[config.mk]
export PLATFORM = sky130hd
export DESIGN_NAME = led_run_ctrl
export DESIGN_NICKNAME = d
export VERILOG_FILES = /design/src/rtl/led_run_ctrl_pkg.sv /design/src/rtl/led_step_timer.sv /design/src/rtl/led_run_ctrl.sv
export SDC_FILE = /design/constraint.sdc
export NUM_CORES = 1
export LEC_CHECK = 0
export CAP_MARGIN = 30
export CORE_MARGIN = 2
export CORE_UTILIZATION = 45
export CTS_CLUSTER_SIZE = 40
export DETAILED_ROUTE_END_ITERATION = 16
export PLACE_DENSITY = 0.73
export SYNTH_ARGS = -nofsm -noshare
export SYNTH_HDL_FRONTEND = slang
export SYNTH_SLANG_ARGS = --single-unit
[constraint.sdc]
create_clock -name CLK -period 2.1 [get_ports CLK]
set_input_delay 0.315 -clock CLK [delete_from_list [all_inputs] [get_ports CLK]]
set_output_delay 0.315 -clock CLK [all_outputs]
set_load 0.01 [all_outputs]
[src/rtl/led_run_ctrl_pkg.sv]
// Shared encodings for the running-light sequencer: mode codes, FSM states
// and bounce direction.
package led_run_ctrl_pkg;

  localparam logic [1:0] MODE_LEFT   = 2'b00;
  localparam logic [1:0] MODE_RIGHT  = 2'b01;
  localparam logic [1:0] MODE_BOUNCE = 2'b10;
  localparam logic [1:0] MODE_BLINK  = 2'b11;

  localparam logic ST_IDLE = 1'b0;
  localparam logic ST_RUN  = 1'b1;

  localparam logic DIR_LEFT  = 1'b0;
  localparam logic DIR_RIGHT = 1'b1;

endpackage

[src/rtl/led_step_timer.sv]
// Free-running step divider: counts while En, Tick while count==T_STEP,
// wraps to 0 after the terminal count; Clr forces the count to 0.
module led_step_timer #(
  parameter int             CW     = 23,
  parameter logic [CW-1:0]  T_STEP = 23'd20
) (
  input  logic CLK,
  input  logic RSTn,
  input  logic Clr,
  input  logic En,
  output logic Tick
);

  logic [CW-1:0] count_q, count_d;

  assign Tick = (count_q == T_STEP);

  always_comb begin
    count_d = count_q;
    if (Clr) begin
      count_d = '0;
    end else if (En) begin
      count_d = Tick ? '0 : count_q + 1'b1;
    end
  end

  always_ff @(posedge CLK or negedge RSTn) begin
    if (!RSTn) begin
      count_q <= '0;
    end else begin
      count_q <= count_d;
    end
  end

endmodule

[src/rtl/led_run_ctrl.sv]
// Running-light sequencer: IDLE/RUN FSM, mode latched at Start, pattern
// advanced once per step tick from led_step_timer.
module led_run_ctrl
  import led_run_ctrl_pkg::*;
#(
  parameter int             N_LED  = 4,
  parameter int             CW     = 23,
  parameter logic [CW-1:0]  T_STEP = 23'd20
) (
  input  logic             CLK,
  input  logic             RSTn,
  input  logic             Start_Sig,
  input  logic             Stop_Sig,
  input  logic [1:0]       Mode,
  output logic [N_LED-1:0] LED_Out,
  output logic             Busy,
  output logic             Step_Done
);

  logic             state_q, state_d;
  logic [1:0]       mode_q, mode_d;
  logic             dir_q, dir_d;
  logic [N_LED-1:0] led_q, led_d;
  logic             step_q, step_d;

  logic             tick;
  logic             step_now;
  logic [N_LED-1:0] led_init;
  logic [N_LED-1:0] led_adv;
  logic             dir_adv;

  led_step_timer #(
    .CW     (CW),
    .T_STEP (T_STEP)
  ) u_timer (
    .CLK  (CLK),
    .RSTn (RSTn),
    .Clr  (Start_Sig | Stop_Sig),
    .En   (state_q == ST_RUN),
    .Tick (tick)
  );

  // A Start or Stop on the terminal-count cycle suppresses that step.
  assign step_now = (state_q == ST_RUN) && tick && !Start_Sig && !Stop_Sig;

  always_comb begin
    led_init = '0;
    case (Mode)
      MODE_RIGHT: led_init[N_LED-1] = 1'b1;
      MODE_BLINK: led_init = '1;
      default:    led_init[0] = 1'b1;
    endcase
  end

  always_comb begin
    led_adv = led_q;
    dir_adv = dir_q;
    case (mode_q)
      MODE_LEFT:  led_adv = (led_q << 1) | (led_q >> (N_LED - 1));
      MODE_RIGHT: led_adv = (led_q >> 1) | (led_q << (N_LED - 1));
      MODE_BLINK: led_adv = ~led_q;
      default: begin
        // Bounce reflects off the end bits without wrapping; a single LED holds.
        if (N_LED > 1) begin
          if (dir_q == DIR_LEFT) begin
            if (led_q[N_LED-1]) begin
              led_adv = led_q >> 1;
              dir_adv = DIR_RIGHT;
            end else begin
              led_adv = led_q << 1;
            end
          end else begin
            if (led_q[0]) begin
              led_adv = led_q << 1;
              dir_adv = DIR_LEFT;
            end else begin
              led_adv = led_q >> 1;
            end
          end
        end
      end
    endcase
  end

  always_comb begin
    state_d = state_q;
    mode_d  = mode_q;
    dir_d   = dir_q;
    led_d   = led_q;
    step_d  = 1'b0;
    if (Stop_Sig) begin
      state_d = ST_IDLE;
      led_d   = '0;
    end else if (Start_Sig) begin
      state_d = ST_RUN;
      mode_d  = Mode;
      dir_d   = DIR_LEFT;
      led_d   = led_init;
    end else if (step_now) begin
      led_d   = led_adv;
      dir_d   = dir_adv;
      step_d  = 1'b1;
    end
  end

  always_ff @(posedge CLK or negedge RSTn) begin
    if (!RSTn) begin
      state_q <= ST_IDLE;
      mode_q  <= MODE_LEFT;
      dir_q   <= DIR_LEFT;
      led_q   <= '0;
      step_q  <= 1'b0;
    end else begin
      state_q <= state_d;
      mode_q  <= mode_d;
      dir_q   <= dir_d;
      led_q   <= led_d;
      step_q  <= step_d;
    end
  end

  assign LED_Out   = led_q;
  assign Busy      = (state_q == ST_RUN);
  assign Step_Done = step_q;

endmodule

; Word level (Yosys, flattened, before mapping)
; Cells that the tools add are included.
[op_classes]
n_reduce_logical = 14
n_bitwise = 5
addsub = 1
n_eq_ne = 6
mux = 24
[op_table]
columns = operator, n
row1 = 23-bit two-way mux, 3
row2 = 4-bit two-way mux, 6
row3 = "23-bit by 1-bit adder with 23-bit output, second input constant", 1
row4 = "23-bit by 5-bit == test with 1-bit output, second input constant", 1
row5 = 1-bit two-way mux, 13
row6 = 4-bit one-hot mux with 3 select lines, 1
row7 = 2-bit nonzero test, 3
row8 = "2-bit by 1-bit == test with 1-bit output, second input constant", 2
row9 = "2-bit == test, second input constant", 2
row10 = 4-bit inverter, 1
row11 = 3-bit by 4-bit OR with 4-bit output, 1
row12 = 4-bit by 1-bit OR with 4-bit output, 1
row13 = 1-bit logical AND, 3
row14 = 3-bit AND reduction, 1
row15 = 3-bit nonzero test, 1
row16 = 3-bit OR reduction, 1
row17 = 1-bit logical NOT, 2
row18 = 2-bit logical NOT, 1
row19 = 2-bit two-way mux, 1
row20 = "2-bit by 1-bit != test with 1-bit output, second input constant", 1
row21 = 2-bit AND reduction, 1
row22 = 2-bit OR reduction, 1
row23 = 1-bit inverter, 1
row24 = 1-bit OR, 1
[word_totals]
word_cells = 56
inputBits = 6
reg_bits = 32
output_inout_bits = 6

; Logic depth before layout (Yosys ltp)
; Gate-level depths: netlist of run 1.
[logic_depth]
word_depth = 7
ltp_mapped = 8
ltp_nobuf = 7

; Modules after synthesis
; Synthesis of run 1 repeated with hierarchy kept, for this count alone.
[unflattened]
cells_unflattened = 221
area_unflattened_um2 = 1989.4
[by_module_without_submodules]
columns = module, area_each_um2, n_inst, seq_area_each_um2, cells_per_inst
row1 = led_step_timer, 1363.8, 1, 575.6, 150
row2 = led_run_ctrl, 625.6, 1, 225.2, 71

; Worst setup path before layout of run 1
; Ideal clock, no wire load.
[synth_timing]
path_type = reg2reg
startpoint = register u_timer.count_q[0]
endpoint = register u_timer.count_q[16]
path_stages_with_launch = 7
n_path_buf = 0
setup_slack_ns = 0.073
synth_period_minus_slack_ns = 2.027
setup_ns = 0.124
t_required_ns = 1.976
arrival_ns = 1.903
path_cell_list = dfrtp_1 ha_1 nand4_1 or3_4 or4_4 a21oi_1 o21bai_1
[synth_between]
elab_chain_cells = 4
[synth_lines]
columns = item, line_no
row1 = start: declaration, led_step_timer.sv:14  ; logic [CW-1:0] count_q, count_d;
row2 = start signal: assignment, led_step_timer.sv:31  ; count_q <= count_d;
row3 = 23-bit by 1-bit adder with 23-bit output / 23-bit by 5-bit == test with 1-bit output (equally long branches), "led_step_timer.sv:23, led_step_timer.sv:16"
row4 = 23-bit two-way mux *, led_step_timer.sv:23  ; count_d = Tick ? '0 : count_q + 1'b1;
row5 = 23-bit two-way mux *, led_step_timer.sv:22  ; end else if (En) begin
row6 = 23-bit two-way mux *, led_step_timer.sv:20  ; if (Clr) begin
; Mark *: on every way between the ends. The rest lies on a longest branch, timed or not. The select of a mux whose other input is x is not followed.
; A chain may end at the register's enable or synchronous reset.

; Final worst setup path of run 1
[layout_timing]
startpoint = register u_timer.count_q[1]
endpoint = register led_q[1] (netlist: LED_Out[1])
[layout_between]
elab_chain_cells = 5
[layout_lines]
columns = item, line_no
row1 = 23-bit by 5-bit == test with 1-bit output, led_step_timer.sv:16  ; assign Tick = (count_q == T_STEP);
row2 = 1-bit logical AND (3 in series), led_run_ctrl.sv:44  ; assign step_now = (state_q == ST_RUN) && tick && !Start_Sig && !Stop_Sig;
row3 = 3-bit nonzero test (no source line), -
row4 = end signal: assignment, led_run_ctrl.sv:117  ; led_q <= led_d;
row5 = end: declaration, led_run_ctrl.sv:23  ; logic [N_LED-1:0] led_q, led_d;
; Every way passes these cells.

==> results.toml, run 1 <==
[synth]
syn_inst = 247
synth_area_sq_um = 1980
ys_types = 45
synth_edf_count = 0
syn_nets = 255
synth_warnings = 0
synth-seq-cells = 32
synthFlopType = "dfrtp_1"
postSynth.asyncResetShare_pct = 100
seq_area_frac_synth_pct = 40.5
syn_area_per_cell_sq_um = 8.01

[die]
die_w_um = 70.3
rows = 24
start_util_pct = 46.1
die_area_sq_um = 4940
dieHeight_um = 70.3
ioPinCount = 12
core_area_sq_um = 4290

[critical_path]
setup.worst_path.end_class = "flop"
required_ns = 2.28
arrival_ns = 2.19
r2r_cells = 9
worst_setup_path_start_kind = "flop"
critPathKind = "reg -> reg"
cp_max_fo = 7

[clock_network]
root_buffer = "clkbuf_8"
cts_made_buffers = 5
clkSinkCount = 32
htreeDepth = 2
ctsHoldBuffers = 0
clkTransAtPathRegs_ns = 0.08
clock_path_buffers = 2
cts_tree = "yes"
clock_latency_ns = 0.29

[final_layout]
fillers = 376
regArea_sq_um = 801
multi_input_area_sq_um = 1110
antennaDiodeCount = 0
nNetsFinal = 289
finalNonFillerCells = 334
utilization_pct = 57.2
drive_above_1_share_pct = 15.6
area_growth_pct = 24.1

[power_and_ir_drop]
leakagePower_nw = 1.05
power.density_nw_per_um2 = 571
max-vdd-ir-drop_v = 0.000361
power.total_w = 0.00140

[timing]
finalClockSkew_ns = 0.0130
fin_hold_ws_ns = 0.425
post-route-min-period_ns = 2.01
final_hold_viol_count = 0
drv_slew = 0
finalSetupViolCount = 0
maxSlewHeadroom_pct = 70.5
tightest_slew_ns = 0.439
fin_crit_sh_pct = 95.8
max_freq_mhz = 497

[placed_design]
place.port_buffers = 11
post-place-cells = 322
place_congestion = 0.865
hpwl_um = 3330

[grt]
track_usage_pct = 20.4
grt_pass1_wl_um = 8210
grt_max_degree = 33
antenna_found_initial = 0
grt_pass1_vias = 1758
grt_overflow = 0

[route]
viasPerCell = 5.81
drtAntennaViolNets = 0
firstDrtPassIters = 4
wl_per_cell_um = 14.6
via_count = 1942
routed_wl_um = 4870
drcViolationCount = 0
drtIter0Drc = 199

[outcome]
status = "complete, no violations"

[flow_run]
cap_violations = 0

[hold_path]
hold_class = "in -> async"
state kept, by name, summed over array words and instances (netlist names):
name             count
u_timer.count_q     23
mode_q               2
Step_Done            1
dir_q                1
LED_Out              4
Busy                 1
synth_stat cells, types with 2 or more instances:
library cell	count	area share (%)
nor3b_1	3	1.1
nand3b_1	2	0.76
or2_2	2	0.63
nand3_1	24	6.1
nand4_1	8	2.5
a31oi_1	2	0.63
nor3_1	8	2.0
nor4_2	2	1.3
or3_1	12	3.8
nand2_1	34	6.4
nor2_1	19	3.6
nor3_2	2	1.0
o211ai_1	2	0.76
nor2b_1	5	1.6
a21oi_1	10	2.5
and2_1	4	1.3
ha_1	2	1.3
nor4_1	4	1.3
o22ai_1	2	0.63
dfrtp_1	32	40
a21o_1	5	1.9
buf_2	3	0.76
clkbuf_1	7	1.3
o21ai_0	19	4.8
and3_1	2	0.63
inv_1	13	2.5
per-stage QoR:
step                      TNS [ns]  instance area (sq um)  worst slack [ns]
after floorplan                  0                   1980            0.0733
after global placement           0                   2290            0.0934
after detailed placement         0                   2290            0.0338
after CTS                        0                   2400            0.0180
after global routing       -0.0862                   2460           -0.0351
final                            0                   2460            0.0888
final timing paths:
check | startpoint | to | slack, ns
min in group CLK | u_timer.count_q[20]$_DFFE_PN0P_ | u_timer.count_q[20]$_DFFE_PN0P_ | 0.57
max in group asynchronous | RSTn | mode_q[1]$_DFFE_PN0P_ | 1.37
worst min-delay path | RSTn | LED_Out[0]$_DFFE_PN0P_ | 0.43
worst min register to register | u_timer.count_q[20]$_DFFE_PN0P_ | u_timer.count_q[20]$_DFFE_PN0P_ | 0.57
worst max register to register | u_timer.count_q[1]$_DFFE_PN0P_ | LED_Out[1]$_DFFE_PN0P_ | 0.09
worst max-delay path | u_timer.count_q[1]$_DFFE_PN0P_ | LED_Out[1]$_DFFE_PN0P_ | 0.09
critical path, cell delays in order (launching register included):
cell	delay (ns)
dfrtp_1	0.43
inv_2	0.07
ha_1	0.13
nor4bb_4	0.27
nand4_1	0.14
buf_4	0.19
nor3_4	0.18
buf_6	0.14
nor3_1	0.04
nor4b_1	0.30
final cells by class:
cell class              count  area share, %
clock buffers               6           2.95
multi-input cells         192           45.2
flip-flops and latches     32           32.6
well taps                  52           2.65
inverters                  13           1.99
clock inverters             2           1.43
repair buffers             37           13.2
cell usage in the layout, fill, tap and decap left out, types with 5 or more instances in the layout:
master	Yosys	final
inv_1	13	12
or3_1	12	12
a21oi_1	10	10
nand4_1	8	8
nor2_1	19	19
clkbuf_8	0	5
buf_4	0	23
o21ai_0	19	19
nor3_1	8	8
a21o_1	5	5
clkdlybuf4s50_1	0	11
nor2b_1	5	5
nand3_1	24	24
nand2_1	34	34
dfrtp_1	32	32
what timing repair did:
action | 4_1_cts | 5_1_grt
setup endpoints to repair | 0 | 11
setup buffers | 0 | 4
gates resized for setup | 0 | 6
where the power goes:
part / total, W / switching, W / leakage (nW) / internal, W
logic: 0.000146 / 0.0000768 / 0.561 / 0.0000692
registers: 0.000657 / 0.0000281 / 0.438 / 0.000629
clock network: 0.000599 / 0.000247 / 0.0552 / 0.000352
total: 0.00140 / 0.000352 / 1.05 / 0.00105
layer usage:
| metal | GRT usage, % | vias to the layer above | share of wire [%] |
|---|---|---|---|
| li1 | - | 958 | - |
| met1 | 28.5 | 928 | 45 |
| met2 | 31.9 | 50 | 48 |
| met3 | 4.47 | 6 | 6.2 |
| met4 | 5.56 | 0 | 0.84 |
| met5 | 0 | - | 0 |
kinds of logic (layout without fill, tap and decap cells):
logic type	after synthesis	after routing	synth area share [%]
adder cells (fa/ha/maj)	2	2	1.26
flip-flops	32	32	40.5
AO/OA/AOI/OAI	51	51	15.8
multiplexers	2	2	1.07
AND/OR/NAND/NOR	137	137	36.9
buffers and inverters	23	58	4.55
No activity file was read; power rests on OpenSTA's default activity.
==> run 2: changes to the inputs <==
--- a/config.mk
+++ b/config.mk
@@ -6,11 +6,13 @@
 export NUM_CORES = 1
 export LEC_CHECK = 0
 export CAP_MARGIN = 30
+export CORE_ASPECT_RATIO = 0.6
 export CORE_MARGIN = 2
 export CORE_UTILIZATION = 45
 export CTS_CLUSTER_SIZE = 40
 export DETAILED_ROUTE_END_ITERATION = 16
-export PLACE_DENSITY = 0.73
+export DONT_BUFFER_PORTS = 1
+export PLACE_DENSITY = 0.69
 export SYNTH_ARGS = -nofsm -noshare
 export SYNTH_HDL_FRONTEND = slang
 export SYNTH_SLANG_ARGS = --single-unit
==> results.toml, run 2 (synthesized netlist as in run 1, its figures left out) <==
[clock_network]
clock_latency_ns = 0.28
cts_made_buffers = 5
root_buffer = "clkbuf_8"
clkTransAtPathRegs_ns = 0.07
clock_path_buffers = 2
clkSinkCount = 32
cts_tree = "yes"
htreeDepth = 2

[grt]
use_met3_pct = 6.43
grt_max_degree = 33
antenna_found_initial = 0
top_usage_layer = "met1"
track_usage_pct = 22.6
use_met1_pct = 39.6
grt_pass1_wl_um = 8650
grt_pass1_vias = 1690
grt_use_met2_pct = 25.9
grt_overflow = 0

[critical_path]
cp_max_fo = 6
setup.worst_path.end_class = "flop"
worst_setup_path_start_kind = "flop"
required_ns = 2.27
arrival_ns = 2.21
crit_buf_inv = 0
critPathKind = "reg -> reg"
cp_cell_sequence = "ha_1, nand4_1, or3_4, or4_4, a21oi_1, o21bai_1"
critPathSlowestCell = "or4_4"
critPathTopFamily = "simple AND/OR/NAND/NOR gates"
critPathMaxStageDelay_ns = 0.56

[route]
via_count = 1898
wl_per_cell_um = 15.4
drcViolationCount = 0
drtAntennaViolNets = 0
routed_wl_um = 5070
viasPerCell = 5.77
drtIter0Drc = 167
firstDrtPassIters = 4

[placed_design]
dp_slack_ns = -0.0608
place.port_buffers = 0
place_congestion = 0.909
hpwl_um = 3650

[final_layout]
regMostFlops = "u_timer.count_q"
final_cell_mix = "nand2_1 (34), dfrtp_1 (31), nand3_1 (24)"
layout_commonest_cell = "nand2_1"
largest_register_ffs = 23
area_growth_pct = 17.5
drive_above_1_share_pct = 15.2
antennaDiodeCount = 0
fillers = 376
nNetsFinal = 276
utilization_pct = 55.8

[timing]
final_hold_viol_count = 0
finalClockSkew_ns = 0.00903
max_freq_mhz = 491
fin_crit_sh_pct = 97.0
post-route-min-period_ns = 2.04
drv_slew = 0
timing.final.ws_setup_ns = 0.0640
maxSlewHeadroom_pct = 70.6
finalSetupViolCount = 0
tightest_slew_ns = 0.438

[outcome]
status = "complete, no violations"

[power_and_ir_drop]
power.density_nw_per_um2 = 549
max-vdd-ir-drop_v = 0.000308
leakagePower_nw = 0.981

[die]
rows = 18
start_util_pct = 47.5
dieHeight_um = 55.4
ioPinCount = 12
die_area_sq_um = 4960
die_w_um = 89.6
core_area_sq_um = 4170

[flow_run]
cap_violations = 0

[hold_path]
hold_class = "in -> reg"
## run 2: worst reg2reg max path, stage by stage, from the launching register on
cell and delay [ns]:
dfrtp_2 0.40, ha_1 0.17, nand4_1 0.14, or3_4 0.43, or4_4 0.56, a21oi_1 0.16
o21bai_1 0.07
## run 2: power breakdown
group | leakage, nW | switching (W) | internal (W)
Clock | 0.0455 | 0.000228 | 0.000267
Combinational | 0.499 | 0.0000693 | 0.0000504
Sequential | 0.436 | 0.0000323 | 0.000629
## run 2: per-layer routing
layer | vias to the layer above | wire length (um)
met4 | 0 | 35
li1 | 938 | -
met5 | - | 0
met3 | 5 | 315
met2 | 55 | 1870
met1 | 900 | 2850
## run 2: what timing repair did
action / CTS / global route
hold buffers: 2 / 0
hold endpoints to repair: 32 / 0
resized for setup: 2 / 4
setup buffers: 0 / 3
pin swaps: 2 / 5
endpoints found under the setup margin: 2 / 22
## run 2: layout make-up
cell class,count,area [sq um],share of cell area [%]
multi-input cells,192,1110,47.8
well taps,60,75.1,3.23
clock buffers,8,90.1,3.87
flip-flops and latches,32,802,34.5
inverters,13,48.8,2.10
repair buffers,24,199,8.55
## run 2: worst paths after layout
path / start / end / slack, ns / depth (start not counted)
min in group asynchronous: RSTn / u_timer.count_q[9]$_DFFE_PN0P_ / 0.47 / 2
max in group asynchronous: RSTn / u_timer.count_q[0]$_DFFE_PN0P_ / 1.43 / 2
hold / removal: Stop_Sig / LED_Out[2]$_DFFE_PN0P_ / 0.09 / 1
hold reg to reg: u_timer.count_q[0]$_DFFE_PN0P_ / u_timer.count_q[0]$_DFFE_PN0P_ / 0.54 / 1
setup / recovery: u_timer.count_q[0]$_DFFE_PN0P_ / u_timer.count_q[16]$_DFFE_PN0P_ / 0.06 / 6
setup reg to reg: u_timer.count_q[0]$_DFFE_PN0P_ / u_timer.count_q[16]$_DFFE_PN0P_ / 0.06 / 6
## run 2: stage by stage
step           hold slack (ns)  std cells  area [sq um]  setup TNS, ns  power (W)
2_1_floorplan           0.0194        247          1980              0   0.000739
3_3_place_gp            0.0205        316          2160              0   0.000768
3_5_place_dp            0.0206        316          2160        -0.0886   0.000769
4_1_cts                 0.0794        326          2280              0    0.00128
5_1_grt                 0.0779        329          2330        -0.0439    0.00134
6_report                0.0851        329          2330              0    0.00128
